===== src/rtl/dmem_access_unit.sv =====
// dmem_access_unit
//   Memory-stage access controller. Takes one load/store request per
//   handshake (byte address from the ALU, store data from regfile rd2),
//   runs it on a word-addressed data-memory bus with variable wait states,
//   and returns exactly one response pulse per request. Misaligned requests
//   and accesses that time out come back with resp_err=1.
//
// Ports
//   clk, reset              clock; asynchronous active-low reset
//   req_valid/req_ready     request handshake
//   req_we/addr/wdata       store flag, byte address, store data
//   resp_valid/rdata/err    one-cycle response, load data, error flag
//   mem_en/we/addr/wdata    bus request (word address), held during ACCESS
//   mem_ack/mem_rdata       bus completion and read data
//   err_count               saturating count of error responses
//
// state  | meaning
// -------+----------------------------------------------------------
// IDLE   | ready for a request; misaligned ones go straight to RESP
// ACCESS | bus request outstanding, waiting for mem_ack or timeout
// RESP   | resp_valid high for this single cycle
module dmem_access_unit #(
  parameter int unsigned TIMEOUT = 16
) (
  input  logic        clk,
  input  logic        reset,
  input  logic        req_valid,
  output logic        req_ready,
  input  logic        req_we,
  input  logic [31:0] req_addr,
  input  logic [31:0] req_wdata,
  output logic        resp_valid,
  output logic [31:0] resp_rdata,
  output logic        resp_err,
  output logic        mem_en,
  output logic        mem_we,
  output logic [29:0] mem_addr,
  output logic [31:0] mem_wdata,
  input  logic        mem_ack,
  input  logic [31:0] mem_rdata,
  output logic [7:0]  err_count
);

  typedef enum logic [1:0] {
    IDLE   = 2'd0,
    ACCESS = 2'd1,
    RESP   = 2'd2
  } state_t;

  // Counter holds the ACCESS edges remaining before abort; the edge that
  // sees it at zero is the TIMEOUT-th edge in ACCESS.
  localparam logic [7:0] TC_LOAD = 8'(TIMEOUT - 1);

  state_t      state_q, state_d;
  logic [7:0]  cnt_q, cnt_d;
  logic        mem_en_q, mem_en_d;
  logic        mem_we_q, mem_we_d;
  logic [29:0] mem_addr_q, mem_addr_d;
  logic [31:0] mem_wdata_q, mem_wdata_d;
  logic        resp_valid_q, resp_valid_d;
  logic [31:0] resp_rdata_q, resp_rdata_d;
  logic        resp_err_q, resp_err_d;
  logic [7:0]  err_count_q, err_count_d;

  always_comb begin
    state_d      = state_q;
    cnt_d        = cnt_q;
    mem_en_d     = mem_en_q;
    mem_we_d     = mem_we_q;
    mem_addr_d   = mem_addr_q;
    mem_wdata_d  = mem_wdata_q;
    resp_valid_d = 1'b0;
    resp_rdata_d = resp_rdata_q;
    resp_err_d   = resp_err_q;

    case (state_q)
      IDLE: begin
        if (req_valid) begin
          if (req_addr[1:0] != 2'b00) begin
            state_d      = RESP;
            resp_valid_d = 1'b1;
            resp_err_d   = 1'b1;
            resp_rdata_d = 32'h0;
          end else begin
            state_d     = ACCESS;
            cnt_d       = TC_LOAD;
            mem_en_d    = 1'b1;
            mem_we_d    = req_we;
            mem_addr_d  = req_addr[31:2];
            mem_wdata_d = req_wdata;
          end
        end
      end
      ACCESS: begin
        // Ack is checked first so an ack on the final edge still succeeds.
        if (mem_ack) begin
          state_d      = RESP;
          resp_valid_d = 1'b1;
          resp_err_d   = 1'b0;
          resp_rdata_d = mem_we_q ? 32'h0 : mem_rdata;
          mem_en_d     = 1'b0;
          mem_we_d     = 1'b0;
        end else if (cnt_q == 8'd0) begin
          state_d      = RESP;
          resp_valid_d = 1'b1;
          resp_err_d   = 1'b1;
          resp_rdata_d = 32'h0;
          mem_en_d     = 1'b0;
          mem_we_d     = 1'b0;
        end else begin
          cnt_d = cnt_q - 8'd1;
        end
      end
      RESP: begin
        state_d = IDLE;
      end
      default: begin
        state_d  = IDLE;
        mem_en_d = 1'b0;
        mem_we_d = 1'b0;
      end
    endcase
  end

  always_comb begin
    err_count_d = err_count_q;
    if (resp_valid_q && resp_err_q && (err_count_q != 8'hFF)) begin
      err_count_d = err_count_q + 8'd1;
    end
  end

  always_ff @(posedge clk or negedge reset) begin
    if (!reset) begin
      state_q      <= IDLE;
      cnt_q        <= 8'd0;
      mem_en_q     <= 1'b0;
      mem_we_q     <= 1'b0;
      mem_addr_q   <= 30'd0;
      mem_wdata_q  <= 32'h0;
      resp_valid_q <= 1'b0;
      resp_rdata_q <= 32'h0;
      resp_err_q   <= 1'b0;
      err_count_q  <= 8'd0;
    end else begin
      state_q      <= state_d;
      cnt_q        <= cnt_d;
      mem_en_q     <= mem_en_d;
      mem_we_q     <= mem_we_d;
      mem_addr_q   <= mem_addr_d;
      mem_wdata_q  <= mem_wdata_d;
      resp_valid_q <= resp_valid_d;
      resp_rdata_q <= resp_rdata_d;
      resp_err_q   <= resp_err_d;
      err_count_q  <= err_count_d;
    end
  end

  assign req_ready  = (state_q == IDLE);
  assign resp_valid = resp_valid_q;
  assign resp_rdata = resp_rdata_q;
  assign resp_err   = resp_err_q;
  assign mem_en     = mem_en_q;
  assign mem_we     = mem_we_q;
  assign mem_addr   = mem_addr_q;
  assign mem_wdata  = mem_wdata_q;
  assign err_count  = err_count_q;

endmodule

===== config.mk =====
export PLATFORM = sky130hd
export DESIGN_NAME = dmem_access_unit
export DESIGN_NICKNAME = d
export VERILOG_FILES = /design/src/rtl/dmem_access_unit.sv
export SDC_FILE = /design/constraint.sdc
export NUM_CORES = 1
export LEC_CHECK = 0
export ABC_AREA = 1
export ABC_CLOCK_PERIOD_IN_PS = 3400
export CAP_MARGIN = 20
export CORE_MARGIN = 3
export CORE_UTILIZATION = 48
export CTS_BUF_LIST = sky130_fd_sc_hd__clkbuf_2
export DETAILED_ROUTE_END_ITERATION = 8
export GPL_ROUTABILITY_DRIVEN = 0
export PLACE_DENSITY = 0.95
export SLEW_MARGIN = 0
export SYNTH_ARGS = -nofsm -noshare
export SYNTH_HDL_FRONTEND = slang
export SYNTH_SLANG_ARGS = --single-unit

===== constraint.sdc =====
create_clock -name clk -period 3.4 [get_ports clk]
set_input_delay 0.68 -clock clk [delete_from_list [all_inputs] [get_ports clk]]
set_output_delay 0.68 -clock clk [all_outputs]
set_load 0.02 [all_outputs]

Word level (Yosys, flattened, before mapping)
Index checks and enable logic that the tools add are counted.

word-level totals
  register bits = 116
  latch bits = 0
  memory bits (writable) = 0
  ROM bits = 0
  input bits = 101
  memories = 0

cells by class
  add/subtract/negate cells = 2
  $mul = 0
  div/mod/pow operators = 0
  magnitude comparators = 0
  equal/unequal tests = 9
  shift-type cells = 0
  muxes and demuxes = 34
  bitwise logic cells = 2
  reduce and logical (&&, ||, !) cells = 11

operator list
  cell                 number
  $mux 32              5
  $pmux 32 s2          1
  $mux 8               4
  $pmux 8 s2           1
  $mux 1               14
  $add 8x1->8 const B  1
  $logic_not 8->1      1
  $mux 2               4
  $ne 2x2->1 const B   4
  $ne 8x8->1 const B   1
  $reduce_and 4->1     2
  $sub 8x1->8 const B  1
  $pmux 1 s3           2
  $reduce_and 5->1     1
  $pmux 1 s2           2
  $pmux 2 s2           1
  $reduce_bool 2->1    2
  $ne 3x3->1 const B   1
  $reduce_and 3->1     1
  $eq 2x1->1 const B   1
  $eq 2x2->1 const B   1
  $logic_and 1x1->1    2
  $logic_not 2->1      1
  $ne 2x1->1 const B   1
  2 further kinds      3

Longest topological paths before layout
  depth after elaboration = 4
  mapped depth = 10
  depth with buffers taken out = 9

Least setup slack after synthesis
OpenSTA, ideal clock, no wires.

  path kind = input -> register
  start = input req_addr[1]
  end = register mem_addr_q[13] (netlist: mem_addr[13])
  library setup time = 0.117 ns
  data arrival time = 1.547 ns
  path slack = 1.736 ns
  cell stages on the path = 7
  cell sequence = or2_4 -> nor2_8 -> nand2_2 -> buf_4 -> buf_6 -> nand2_1 -> nand2_1

between the ends
  longest elaborated chain between the ends = 3

ends and longest elaborated chain
  what                        line  text
  from (decl)                 30    input logic [31:0] req_addr,
  $reduce_bool 2->1           79    if (req_addr[1:0] != 2'b00) begin
  $not 1->1 (no line)         -
  $reduce_and 3->1 (no line)  -
  to (signal assigned)        149   mem_addr_q <= mem_addr_d;
  to (decl)                   58    logic [29:0] mem_addr_q, mem_addr_d;

No other way between the ends.
A chain may end at the register's enable or synchronous reset.

Worst setup path after layout
  start = register state_q[1]
  end = output req_ready

between the ends
  longest elaborated chain between the ends = 1

ends and longest elaborated chain
  what                    line  text
  from (decl)             54    state_t state_q, state_d;
  from (signal assigned)  145   state_q <= state_d;
  $logic_not 2->1         158   assign req_ready = (state_q == IDLE);
  to (decl)               28    output logic req_ready,

No other way between the ends.

==> run metrics <==
status complete, no violations; highest metal layer with signal wires met4; drt first pass iters 5; worst reg2reg setup slack 1.48 ns; CP endpoint kind output pin; CP startpoint kind register; share of layout cells above drive strength 1 0.0704; Die ar. 11500 um^2; setup bufs post-CTS 0; grt ovf 0; worst hold path type in -> async; Reg clk slew, reported paths 0.17 ns; vias in the first global route 4591; met1 WL 5.41 mm; Reg power frac 0.419; Max FO, Critical Path 4; first-pass GRT wire length 21.9 mm; dpl ws 0.972 ns; routed wire length per instance 14.9 um; hpwl dp 9.60 mm; Syn Inst Count 563; Routed Antenna Nets 0; Synth cell types 28; final worst slack 0.717 ns; CTS Hold Bufs 0; diodes inserted 0; part of the power in the clock network 0.202; Slew @ Worst Pin 0.776 ns; # resized after CTS 0; area of the mapped netlist 4940 um^2; Root Buffer clkbuf_2; Psw 1.72 mW; CP Data Required Time 2.72 ns; metal2 WL 6.98 mm; final setup fails 0; CTS tree yes; Die Ht 107 um; area share of the leading cell type in the synthesized netlist 0.587; core area 9910 um^2; Met3 Wirelength 1.05 mm; CP Capture Point req_ready; CP arrival 2.00 ns; Leak 3.42 nW; # IOs 208; vias per cell 5.02; register area share after synthesis 0.587; Final Hold Fails 0; routed via count 4588; CTS buffer count 17; Hold Slack 0.0879 ns; Max Clock Skew 0.0255 ns; Sw Ratio 0.372; initial core utilization 0.499; DRT iter0 DRCs 383; Net Count, Synth 667; Util after Layout 0.738; R2R depth 7; Int Power 2.91 mW; largest area contributor in the netlist dfrtp_1; Die Wd 107 um; Comb power frac 0.379; Max Buffers Root-to-Sink 2; Remaining DRCs 0; worst r2r src state_q[1]; critical path class reg -> out; crit share post-route 0.789; Area Overhead vs Synth 47.9%; Slew Viols, Final 0; largest net degree at the start of global routing 64; CTS H-tree depth 4; fin nets 872; Worst-Skew Late Latency 0.65 ns; I/O Buffers 207; setup_tns 0 ns; top cells by area, synth dfrtp_1, nand2_1, nand3_1; yosys warns 0; Mapped Avg Cell Area 8.78 um^2; GRT Total Usage 0.240; Max-cap violations 0; FF+latch count, synth 116; Final min period 2.68 ns; R2R Path End resp_rdata[14]; # rows 36; relative slew slack 0.483; crit path from state_q[1]; Routed Wire Length 13.6 mm; antenna violations before repair 0; pwr/cell area 634 nW/um^2; RSZ-0062 raised after global routing false; peak supply drop 0.000477 V; fmax 373 MHz; Num Clock Sinks 116
placed cells by master (no fill, tap or decap):
cell type	Yosys	layout
inv_6	0	1
nor2_8	1	1
buf_2	6	1
o21ai_1	28	28
or2_4	1	1
clkdlybuf4s50_1	0	205
a21oi_2	1	1
inv_1	47	47
nand3b_1	1	1
o21ai_0	17	17
nand2_1	202	202
a21oi_1	3	3
nand3_4	1	1
inv_2	5	5
nand3_2	2	2
nor2_1	16	16
buf_4	3	7
clkinvlp_4	0	5
xor2_1	3	3
nor2_4	3	3
nor3_1	5	5
xnor2_1	3	3
clkbuf_2	0	17
ha_1	3	3
clkinv_2	0	4
dfrtp_1	116	116
nand2_2	2	2
clkinv_1	0	2
bufinv_16	0	3
or2_2	1	1
nand3_1	74	74
nand4_1	1	1
cell families after synthesis:
kind of cell	after synthesis	synth area share
and+or+nand+nor	310	0.272
DFF	116	0.587
buffers and inverters	79	0.0714
AOI/OAI and AO/OA	49	0.0504
xor gates and xnor gates	6	0.0106
adders and majority gates	3	0.00760
power by group through the flow:
stage                     logic (mW)  registers (mW)  clock network, mW
after floorplan                0.480            2.30                  0
after global placement          1.70            1.94                  0
after detailed placement        1.76            1.95                  0
after CTS                       1.77            1.94              0.967
after global routing            1.89            1.98               1.03
final                           1.75            1.94              0.937
synth_stat cells (all sizes together):
master    n
nand2   204
dfrtp   116
nand3    77
inv      52
o21ai    45
nor2     20
buf      18
clkbuf    9
nor3      5
a21oi     4
ha        3
xnor2     3
xor2      3
or2       2
nand3b    1
nand4     1
routing by layer:
metal | up-vias | global-route usage
met1 | 2191 | 0.299
met3 | 20 | 0.0696
met2 | 198 | 0.403
met5 | - | 0
met4 | 0 | 0.0812
li1 | 2179 | -
state kept, by name, summed over array words and instances (netlist names):
register / count
err_count: 8
resp_err: 1
resp_valid: 1
mem_we: 1
state_q: 2
mem_addr: 30
mem_en: 1
mem_wdata: 32
resp_rdata: 32
cnt_q: 8
worst max-delay path, stage by stage, from the launching register on:
cell and delay (ns):
dfrtp_1 0.47, inv_1 0.09, nand2_2 0.12, inv_2 0.09, clkdlybuf4s50_1 0.60
how the worst min path moves through the flow:
stage	depth (start not counted)	slack, ns	to	start
after CTS	1	0.05	mem_wdata[12]	reset
after floorplan	0	0.38	cnt_q[0]	reset
after global placement	2	0.46	mem_addr[26]	mem_addr[26]
after detailed placement	2	0.46	mem_wdata[17]	mem_wdata[17]
final	1	0.09	err_count[0]	reset
after global routing	1	0.07	err_count[4]	reset
per-stage QoR:
step,total power [mW],instance area [um^2],std cells
finish,4.63,7310,914
CTS,4.68,7310,914
global route,4.90,7310,914
floorplan,2.78,4940,563
detailed placement,3.72,7060,882
global placement,3.64,7060,882
cell type report:
cell class	instances	area (um^2)
sequential	116	2900
multi-input combinational	368	1690
tap	133	166
inverter	52	195
timing repair buffer	213	2110
clock buffer	17	85.1
clock inverter	15	164
fill	641	2600
Note: power is estimated with default switching activity, not from simulation.
